`src/rtl/simple_bus_pkg.sv`:
```
// Shared types and default sizing for the simple bus master slice.
package simple_bus_pkg;

  typedef enum logic [1:0] {
    ST_IDLE,
    ST_REQ,
    ST_RESP
  } master_state_e;

  localparam int unsigned DEF_ADDR_WIDTH = 32;
  localparam int unsigned DEF_DATA_WIDTH = 32;
  localparam int unsigned DEF_FIFO_DEPTH = 4;
  localparam int unsigned DEF_TIMEOUT    = 16;

endpackage

```
`src/rtl/simple_bus_cmd_fifo.sv`:
```
// Command FIFO: power-of-two depth, wrapping pointers, explicit occupancy count.
module simple_bus_cmd_fifo #(
  parameter int unsigned WIDTH = 65,
  parameter int unsigned DEPTH = 4
) (
  input  logic                     clk,
  input  logic                     rst_n,
  input  logic                     push,
  input  logic [WIDTH-1:0]         push_data,
  input  logic                     pop,
  output logic [WIDTH-1:0]         pop_data,
  output logic [$clog2(DEPTH):0]   level,
  output logic                     full,
  output logic                     empty
);

  localparam int unsigned PW = $clog2(DEPTH);

  logic [WIDTH-1:0] mem [DEPTH];
  logic [PW-1:0]    wr_ptr;
  logic [PW-1:0]    rd_ptr;
  logic             do_push;
  logic             do_pop;

  assign full     = (level == (PW+1)'(DEPTH));
  assign empty    = (level == '0);
  assign do_push  = push && !full;
  assign do_pop   = pop && !empty;
  assign pop_data = mem[rd_ptr];

  always_ff @(posedge clk) begin
    if (do_push) mem[wr_ptr] <= push_data;
  end

  always_ff @(posedge clk) begin
    if (!rst_n) begin
      wr_ptr <= '0;
      rd_ptr <= '0;
      level  <= '0;
    end else begin
      if (do_push) wr_ptr <= wr_ptr + PW'(1);
      if (do_pop)  rd_ptr <= rd_ptr + PW'(1);
      case ({do_push, do_pop})
        2'b10:   level <= level + (PW+1)'(1);
        2'b01:   level <= level - (PW+1)'(1);
        default: level <= level;
      endcase
    end
  end

endmodule

```
`src/rtl/simple_bus_master.sv`:
```
// Single-outstanding bus master: queued commands, registered bus requests with
// timeout abort, and a held response until consumed.
module simple_bus_master
  import simple_bus_pkg::*;
#(
  parameter int unsigned ADDR_WIDTH = DEF_ADDR_WIDTH,
  parameter int unsigned DATA_WIDTH = DEF_DATA_WIDTH,
  parameter int unsigned FIFO_DEPTH = DEF_FIFO_DEPTH,
  parameter int unsigned TIMEOUT    = DEF_TIMEOUT
) (
  input  logic                          clk,
  input  logic                          rst_n,
  input  logic                          cmd_valid,
  output logic                          cmd_ready,
  input  logic                          cmd_write,
  input  logic [ADDR_WIDTH-1:0]         cmd_addr,
  input  logic [DATA_WIDTH-1:0]         cmd_wdata,
  output logic                          rsp_valid,
  input  logic                          rsp_ready,
  output logic                          rsp_write,
  output logic [DATA_WIDTH-1:0]         rsp_rdata,
  output logic                          rsp_err,
  output logic [ADDR_WIDTH-1:0]         waddr,
  output logic [DATA_WIDTH-1:0]         wdata,
  output logic                          wr_en,
  input  logic                          wr_ready,
  output logic [ADDR_WIDTH-1:0]         raddr,
  output logic                          rd_en,
  input  logic [DATA_WIDTH-1:0]         rdata,
  input  logic                          rd_ready,
  output logic                          busy,
  output logic [$clog2(FIFO_DEPTH):0]   fifo_level
);

  localparam int unsigned CMD_W = 1 + ADDR_WIDTH + DATA_WIDTH;
  localparam int unsigned CW    = $clog2(TIMEOUT + 1);

  master_state_e         state_q, state_d;
  logic                  wr_en_q, wr_en_d, rd_en_q, rd_en_d;
  logic [CW-1:0]         cnt_q, cnt_d, cnt_inc;
  logic                  iss_write_q, iss_write_d;
  logic [ADDR_WIDTH-1:0] iss_addr_q, iss_addr_d;
  logic [DATA_WIDTH-1:0] iss_wdata_q, iss_wdata_d;
  logic                  rsp_write_q, rsp_write_d, rsp_err_q, rsp_err_d;
  logic [DATA_WIDTH-1:0] rsp_rdata_q, rsp_rdata_d;

  logic             fifo_full, fifo_empty, fifo_pop, push;
  logic [CMD_W-1:0] head;
  logic             bus_ready;

  assign cmd_ready = rst_n && !fifo_full;
  assign push      = cmd_valid && cmd_ready;

  simple_bus_cmd_fifo #(
    .WIDTH(CMD_W),
    .DEPTH(FIFO_DEPTH)
  ) u_cmd_fifo (
    .clk      (clk),
    .rst_n    (rst_n),
    .push     (push),
    .push_data({cmd_write, cmd_addr, cmd_wdata}),
    .pop      (fifo_pop),
    .pop_data (head),
    .level    (fifo_level),
    .full     (fifo_full),
    .empty    (fifo_empty)
  );

  assign bus_ready = iss_write_q ? wr_ready : rd_ready;
  assign cnt_inc   = cnt_q + CW'(1);

  // The first REQ cycle only launches the enable; ready and the timeout
  // count are considered only while an enable is actually high.
  always_comb begin
    state_d     = state_q;
    wr_en_d     = wr_en_q;
    rd_en_d     = rd_en_q;
    cnt_d       = cnt_q;
    iss_write_d = iss_write_q;
    iss_addr_d  = iss_addr_q;
    iss_wdata_d = iss_wdata_q;
    rsp_write_d = rsp_write_q;
    rsp_rdata_d = rsp_rdata_q;
    rsp_err_d   = rsp_err_q;
    fifo_pop    = 1'b0;
    case (state_q)
      ST_IDLE: begin
        if (!fifo_empty) begin
          fifo_pop    = 1'b1;
          iss_write_d = head[CMD_W-1];
          iss_addr_d  = head[DATA_WIDTH +: ADDR_WIDTH];
          iss_wdata_d = head[DATA_WIDTH-1:0];
          state_d     = ST_REQ;
        end
      end
      ST_REQ: begin
        if (!(wr_en_q || rd_en_q)) begin
          wr_en_d = iss_write_q;
          rd_en_d = !iss_write_q;
        end else begin
          cnt_d = cnt_inc;
          if (bus_ready || cnt_inc == CW'(TIMEOUT)) begin
            wr_en_d     = 1'b0;
            rd_en_d     = 1'b0;
            cnt_d       = '0;
            state_d     = ST_RESP;
            rsp_write_d = iss_write_q;
            rsp_err_d   = !bus_ready;
            rsp_rdata_d = (bus_ready && !iss_write_q) ? rdata : '0;
          end
        end
      end
      ST_RESP: begin
        if (rsp_ready) state_d = ST_IDLE;
      end
      default: state_d = ST_IDLE;
    endcase
  end

  always_ff @(posedge clk) begin
    if (!rst_n) begin
      state_q     <= ST_IDLE;
      wr_en_q     <= 1'b0;
      rd_en_q     <= 1'b0;
      cnt_q       <= '0;
      iss_write_q <= 1'b0;
      iss_addr_q  <= '0;
      iss_wdata_q <= '0;
      rsp_write_q <= 1'b0;
      rsp_rdata_q <= '0;
      rsp_err_q   <= 1'b0;
    end else begin
      state_q     <= state_d;
      wr_en_q     <= wr_en_d;
      rd_en_q     <= rd_en_d;
      cnt_q       <= cnt_d;
      iss_write_q <= iss_write_d;
      iss_addr_q  <= iss_addr_d;
      iss_wdata_q <= iss_wdata_d;
      rsp_write_q <= rsp_write_d;
      rsp_rdata_q <= rsp_rdata_d;
      rsp_err_q   <= rsp_err_d;
    end
  end

  assign wr_en     = wr_en_q;
  assign rd_en     = rd_en_q;
  assign waddr     = iss_addr_q;
  assign wdata     = iss_wdata_q;
  assign raddr     = iss_addr_q;
  assign rsp_valid = (state_q == ST_RESP);
  assign rsp_write = rsp_write_q;
  assign rsp_rdata = rsp_rdata_q;
  assign rsp_err   = rsp_err_q;
  assign busy      = (state_q != ST_IDLE) || !fifo_empty;

endmodule
```
`config.mk`:
```
export PLATFORM = sky130hd
export DESIGN_NAME = simple_bus_master
export DESIGN_NICKNAME = d
export VERILOG_FILES = /design/src/rtl/simple_bus_pkg.sv /design/src/rtl/simple_bus_cmd_fifo.sv /design/src/rtl/simple_bus_master.sv
export SDC_FILE = /design/constraint.sdc
export NUM_CORES = 1
export LEC_CHECK = 0
export CAP_MARGIN = 20
export CORE_AREA = 2 2 318 163
export DETAILED_ROUTE_END_ITERATION = 7
export DIE_AREA = 0 0 320 165
export DONT_BUFFER_PORTS = 1
export SLEW_MARGIN = 20
export SYNTH_ARGS = -nofsm -noshare
export SYNTH_HDL_FRONTEND = slang
export SYNTH_SLANG_ARGS = --single-unit
```
`constraint.sdc`:
```
create_clock -name clk -period 3.9 [get_ports clk]
set_input_delay 0.78 -clock clk [delete_from_list [all_inputs] [get_ports clk]]
set_output_delay 0.78 -clock clk [all_outputs]
set_load 0.005 [all_outputs]
```
==> results of run 1 <==
-- logic make-up after synthesis --
| group | Yosys count |
|---|---|
| fa+ha+maj | 7 |
| buf+inv | 83 |
| flops | 375 |
| simple gates | 178 |
| xor+xnor | 8 |
| mux | 70 |
| compound gates | 116 |
-- sequential cells by signal (all words and copies together) (netlist names), 3 cells and up --
name,cells
u_cmd_fifo.mem,260
wdata,32
raddr,32
cnt_q,5
rsp_rdata,32
u_cmd_fifo.level,3
-- power groups by stage --
stage	combinational [uW]	clock, uW	sequential, uW
floorplan	1880	0	4990
global placement	1970	0	5250
detailed placement	2010	0	5260
CTS	2010	3580	5180
global route	2180	3750	5230
finish	1960	3470	5160
-- worst max path at each step --
stage	start	end	slack (ps)	depth (start not counted)
after floorplan	rst_n	u_cmd_fifo.mem[1][0]$_DFFE_PP_	460	4
after global placement	rst_n	u_cmd_fifo.level[2]$_SDFFE_PN0P_	1270	8
after detailed placement	rst_n	u_cmd_fifo.level[2]$_SDFFE_PN0P_	1180	8
after CTS	u_cmd_fifo.level[0]$_SDFFE_PN0P_	u_cmd_fifo.level[2]$_SDFFE_PN0P_	1340	8
after global routing	u_cmd_fifo.level[0]$_SDFFE_PN0P_	u_cmd_fifo.level[2]$_SDFFE_PN0P_	1220	8
final	u_cmd_fifo.level[0]$_SDFFE_PN0P_	u_cmd_fifo.level[2]$_SDFFE_PN0P_	1330	8
-- layer usage --
layer  vias up  global-route usage [%]  routed length (um)
li1       3085                       -                   -
met1      3577                   9.974                9667
met2       137                   21.15               16140
met3        44                   2.428                1095
met4         0                   3.948                 779
met5         -                       0                   0
-- worst max-delay path, delay by kind of cell, from the launching register on --
family | cells | cell delay, ps
adders and majority gates | 2 | 640
and+or+nand+nor | 2 | 430
buffers and inverters | 1 | 90
DFF | 1 | 470
xor gates and xnor gates | 1 | 150
AOI/OAI and AO/OA | 2 | 670
-- metrics by stage --
step	setup WS [ps]	power, uW	instances	instance area (um^2)
floorplan	455.0	6871	837	13820
global placement	1274	7223	1432	14320
detailed placement	1177	7269	1432	14320
CTS	1338	10770	1502	15520
global route	1217	11150	1502	15520
finish	1328	10590	1502	15520
-- layout make-up --
type                    instances  area, um^2
fillers                      4856       34260
flip-flops and latches        375       10110
multi-input cells             379        3208
clock buffers                  52        1035
well taps                     660       825.8
clock inverters                18       166.4
repair buffers                 12       152.6
inverters                       6       22.52
-- cell usage in the layout (no fill, tap or decap), types with 6 or more instances in the layout --
cell	Yosys	final
edfxtp_1	260	260
nand2_1	139	138
dfxtp_1	115	113
a21oi_1	70	70
mux4_2	65	65
clkbuf_16	0	39
a22o_1	30	30
clkbuf_1	15	12
nor2_1	9	9
buf_4	41	7
ha_1	6	6
clkinv_1	0	6
==> results.toml, run 1 <==
[critical_path]
reg2reg_slack_ps = 1330
critPathArrivalTime_ps = 3010
critPathMaxStageDelay_ps = 500
reg2reg_to = "u_cmd_fifo.level[2]$_SDFFE_PN0P_"
cp_max_fo = 8
crit_path_top_delay_cell = "a211oi_2"
start_kind = "flop"
rr_worst_depth = 8
worst_ep_required_time_ps = 4340
end_kind = "flop"
r2r_start = "u_cmd_fifo.level[0]$_SDFFE_PN0P_"
crit_path_cell_trace = "nor2_1, a211oi_2, inv_1, ha_1, fa_1, xnor2_1, or3_1, a21oi_1"
crit_type = "flop to flop"

[yosys]
synthTopCellsByArea = "edfxtp_1 56%, dfxtp_1 17%, mux4_2 11%, nand2_1 3.8%, a21oi_1 2.5%"
avgSynthCellArea_um2 = 16.52
yosysWarnings = 0
synthCells = 837
yosysMostFrequentCell = "edfxtp_1"
synth_top_cell_by_area = "edfxtp_1"
synthTopCellsByCount = "260 x edfxtp_1, 139 x nand2_1, 115 x dfxtp_1, 70 x a21oi_1, 65 x mux4_2"
ys_seq_elements = 375
synth_compound_area_share_pct = 5.476
synth_top_family_by_area = "multiplexers"
synthAdderAreaFrac_pct = 0.6878
synth_flop_cell = "edfxtp_1"
yosysSeqAreaShare_pct = 73.13
synth_top_cell_area_share_pct = 56.48
synth_xor_area_share_pct = 0.5068
syn-cell-area_um2 = 13820
async_reset_ff_share_pct = 0
synth_edf_count = 260
ys_types = 46
synth_mux_area_share_pct = 10.99
synth-simple-area-share_pct = 5.485
synth_nets = 947

[die]
num_rows = 58
die_y_um = 165
start_util_pct = 27.77
die_w_um = 320
dieArea_um2 = 52800
coreArea_um2 = 49780
pin_count = 241

[sta]
max_freq_mhz = 388.8
post-route-min-period_ps = 2572
rsz0062_at_grt = "no"
slew_viol_final = 0
hold_viol_final = 0
worst_pin_slew_ps = 1007
fin_crit_sh_pct = 65.95
skew_ps = 21.07
tns_ps = 0
relSlewSlack_pct = 32.89
finalSetupViolCount = 0
hold_slack_ps = 327.0

[layout]
area_growth_pct = 12.30
fin_nets = 922
drive_above_1_share_pct = 18.17
final_util_pct = 31.19
n_antenna_cell = 0

[routing]
routed_via_density = 4.556
drc = 0
wl_per_cell_um = 18.43
vias = 6843
first_iter_violations = 385
drtPass1Iterations = 4
ant_nets = 0
wirelength_mm = 27.69

[worst_hold_path]
whs_path_depth = 0
worstHoldStart = "cmd_addr[25]"
worstHoldEndpoint = "u_cmd_fifo.mem[0][57]$_DFFE_PP_"
min_path_type = "input port to flop"

[clock_tree]
cts.reportedPaths.clkPinSlew_ps = 60
cts_root_buf = "clkbuf_16"
cts_tree = "done"
insertion_delay_ps = 540
clock_sinks = 375
post_cts_buffers = 0
clock_path_buffers = 3
cts-resized-gates = 0
htree_levels = 2
hold_buffers = 0
cts_made_buffers = 38

[placement]
port_buffers = 0
hpwl_mm = 16.73
globalplace.congestion = 0.7524

[power_and_ir_drop]
power.density_nw_per_um2 = 682.1
swShare_pct = 29.28
combPwrFrac_pct = 18.6
internal_power_uw = 7489
vdd_ir_drop_max_uv = 353.0
power.leakage_uw = 0.004892
clock_power_share_pct = 32.8
seq_power_share_pct = 48.7
p_sw_uw = 3101

[global_routing]
overflow = 0
grt_usage_pct = 10.32
grt_pass1_wl_mm = 41.88
first_global_vias = 7146
antenna_found_initial = 0
grt_max_degree = 82

[job]
maxCapViolCount = 0

[status]
status = "completed"
(Power assumes the default switching activity.)
==> inputs of run 2 (changes only) <==
- clock period: 3.9 -> 2.3 ns (I/O delays scaled with it)
==> run 2 against run 1 <==
  * Final area increased by 6.0%
  * Combinational power is 92% higher
  * Flip-flop and latch count stayed put
  * Critical path depth did not move
  * First-iteration DRC count is 1.6% lower
  * Clock skew rose by 2.7 ps
  * Via count grew 5.2%
  * Sequential power is 68% higher
  * Register-to-register slack got worse by 1200 ps
  * Clock power is 72% higher
  * Critical path type unchanged
  * Critical endpoint unchanged
==> results.toml, run 2 (synthesis results as in run 1) <==
[global_routing]
grtUsageMet3_pct = 2.256
use_met1_pct = 11.47
grt_pass1_wl_mm = 44.62
gr-usage-met2_pct = 22.18
grt_max_degree = 82
first_global_vias = 7516
antenna_found_initial = 1
grt-busiest-layer = "met2"
grt_usage_pct = 11.09
overflow = 0

[die]
die_y_um = 165
dieArea_um2 = 52800
start_util_pct = 27.77
pin_count = 241
num_rows = 58
die_w_um = 320
coreArea_um2 = 49780

[clock_tree]
insertion_delay_ps = 550
cts_made_buffers = 37
cts_tree = "done"
clock_path_buffers = 3
clock_sinks = 375
htree_levels = 2
cts_root_buf = "clkbuf_16"
cts.reportedPaths.clkPinSlew_ps = 60
cts-resized-gates = 0

[status]
status = "completed"

[layout]
multi_input_area_um2 = 3214
top_register = "u_cmd_fifo.mem"
layout_common_cells = "260 x edfxtp_1, 138 x nand2_1, 113 x dfxtp_1"
final_common_cell = "edfxtp_1"
fin_nets = 1004
largest_register_ffs = 260
final-seq-area_um2 = 10110
drive_above_1_share_pct = 17.77
n_fill_cell = 4749
final_util_pct = 33.06
fin_area_um2 = 16460
area_growth_pct = 19.03

[sta]
rsz0062_at_grt = "no"
relSlewSlack_pct = 41.94
hold_viol_final = 0
skew_ps = 23.78
hold_slack_ps = 21.70
finalSetupViolCount = 0
post-route-min-period_ps = 2177
fin_crit_sh_pct = 94.66
slew_viol_final = 0
max_freq_mhz = 459.3
worst_pin_slew_ps = 871.0
setup_slack_ps = 122.7

[placement]
hpwl_mm = 18.61
port_buffers = 0
placed_cell_area_um2 = 14540
globalplace.congestion = 0.7239
pre_cts_ws_ps = 142.9

[critical_path]
r2r_start = "u_cmd_fifo.level[1]$_SDFFE_PN0P_"
crit_type = "flop to flop"
start_kind = "flop"
reg2reg_slack_ps = 120
critPathMaxStageDelay_ps = 400
crit_path_top_delay_cell = "dfxtp_1"
crit_path_cell_trace = "nor2_1, a211oi_4, inv_1, ha_1, fa_1, xnor2_1, or3_1, a21oi_1"
cp_max_fo = 4
end_kind = "flop"
rr_worst_depth = 8
worst_ep_required_time_ps = 2780
critPathArrivalTime_ps = 2650
reg2reg_to = "u_cmd_fifo.level[2]$_SDFFE_PN0P_"

[worst_hold_path]
worstHoldStart = "cmd_addr[11]"
worstHoldEndpoint = "u_cmd_fifo.mem[0][43]$_DFFE_PP_"
whs_path_depth = 0
min_path_type = "input port to flop"

[routing]
routed_via_density = 4.545
drc = 0
vias = 7200
ant_nets = 0
drtPass1Iterations = 5
wl_per_cell_um = 19.11
first_iter_violations = 379
wirelength_mm = 30.27

[job]
maxCapViolCount = 0

[power_and_ir_drop]
power.leakage_uw = 0.005287
vdd_ir_drop_max_uv = 788.1
power.density_nw_per_um2 = 1118
power_uw = 18410
-- run 2: changes by cell type in the layout (fill, tap and decap cells not counted), moves of 2 or more --
cell	delta
clkinv_1	+2
clkbuf_16	-2
clkbuf_8	+4
dlygate4sd3_1	+70
buf_12	+9
buf_4	+4
inv_6	-3
clkbuf_1	-3
clkinv_2	-2
-- run 2: layout make-up --
| cell class | instances | share of cell area, % |
|---|---|---|
| Tap cell | 660 | 5.018 |
| Clock buffer | 51 | 6.250 |
| Clock inverter | 17 | 1.118 |
| Multi-Input combinational cell | 379 | 19.53 |
| Antenna cell | 1 | 0.01521 |
| Sequential cell | 375 | 61.47 |
| Inverter | 6 | 0.1369 |
| Timing Repair Buffer | 95 | 6.463 |
-- run 2: power breakdown --
group          leakage (uW)  internal (uW)  switching, uW
clock              0.000588           3400           2560
combinational       0.00140           1640           2130
sequential          0.00330           7950            719
-- run 2: worst max path at each step --
stage	start	endpoint	slack (ps)	depth (start not counted)
floorplan	rst_n	u_cmd_fifo.mem[0][0]$_DFFE_PP_	-10	4
global route	u_cmd_fifo.level[1]$_SDFFE_PN0P_	u_cmd_fifo.level[2]$_SDFFE_PN0P_	30	8
finish	u_cmd_fifo.level[1]$_SDFFE_PN0P_	u_cmd_fifo.level[2]$_SDFFE_PN0P_	120	8
global placement	u_cmd_fifo.level[2]$_SDFFE_PN0P_	u_cmd_fifo.level[2]$_SDFFE_PN0P_	230	8
detailed placement	u_cmd_fifo.level[1]$_SDFFE_PN0P_	u_cmd_fifo.level[2]$_SDFFE_PN0P_	140	8
CTS	u_cmd_fifo.level[2]$_SDFFE_PN0P_	u_cmd_fifo.level[2]$_SDFFE_PN0P_	130	8
-- run 2: what timing repair did --
item	4_1_cts	5_1_grt
buffers inserted	0	0
endpoints found under the hold margin	238	17
hold buffers	62	8
-- run 2: worst max-delay path, delay by kind of cell (launching register included) --
kind,cells,cell delay (ps)
compound gates,2,420
xor+xnor,1,150
fa+ha+maj,2,620
buf+inv,1,80
flops,1,400
simple gates,2,420
-- run 2: metal layers --
| metal | wire length [um] | up-vias |
|---|---|---|
| met2 | 17330 | 140 |
| met5 | 0 | - |
| met4 | 743 | 0 |
| met3 | 1041 | 47 |
| li1 | - | 3247 |
| met1 | 11160 | 3766 |
-- run 2: per-stage QoR --
stage,setup TNS [ps],cells
after CTS,0,1575
final,0,1584
after global routing,0,1583
after detailed placement,0,1445
after global placement,0,1445
after floorplan,-2973,837
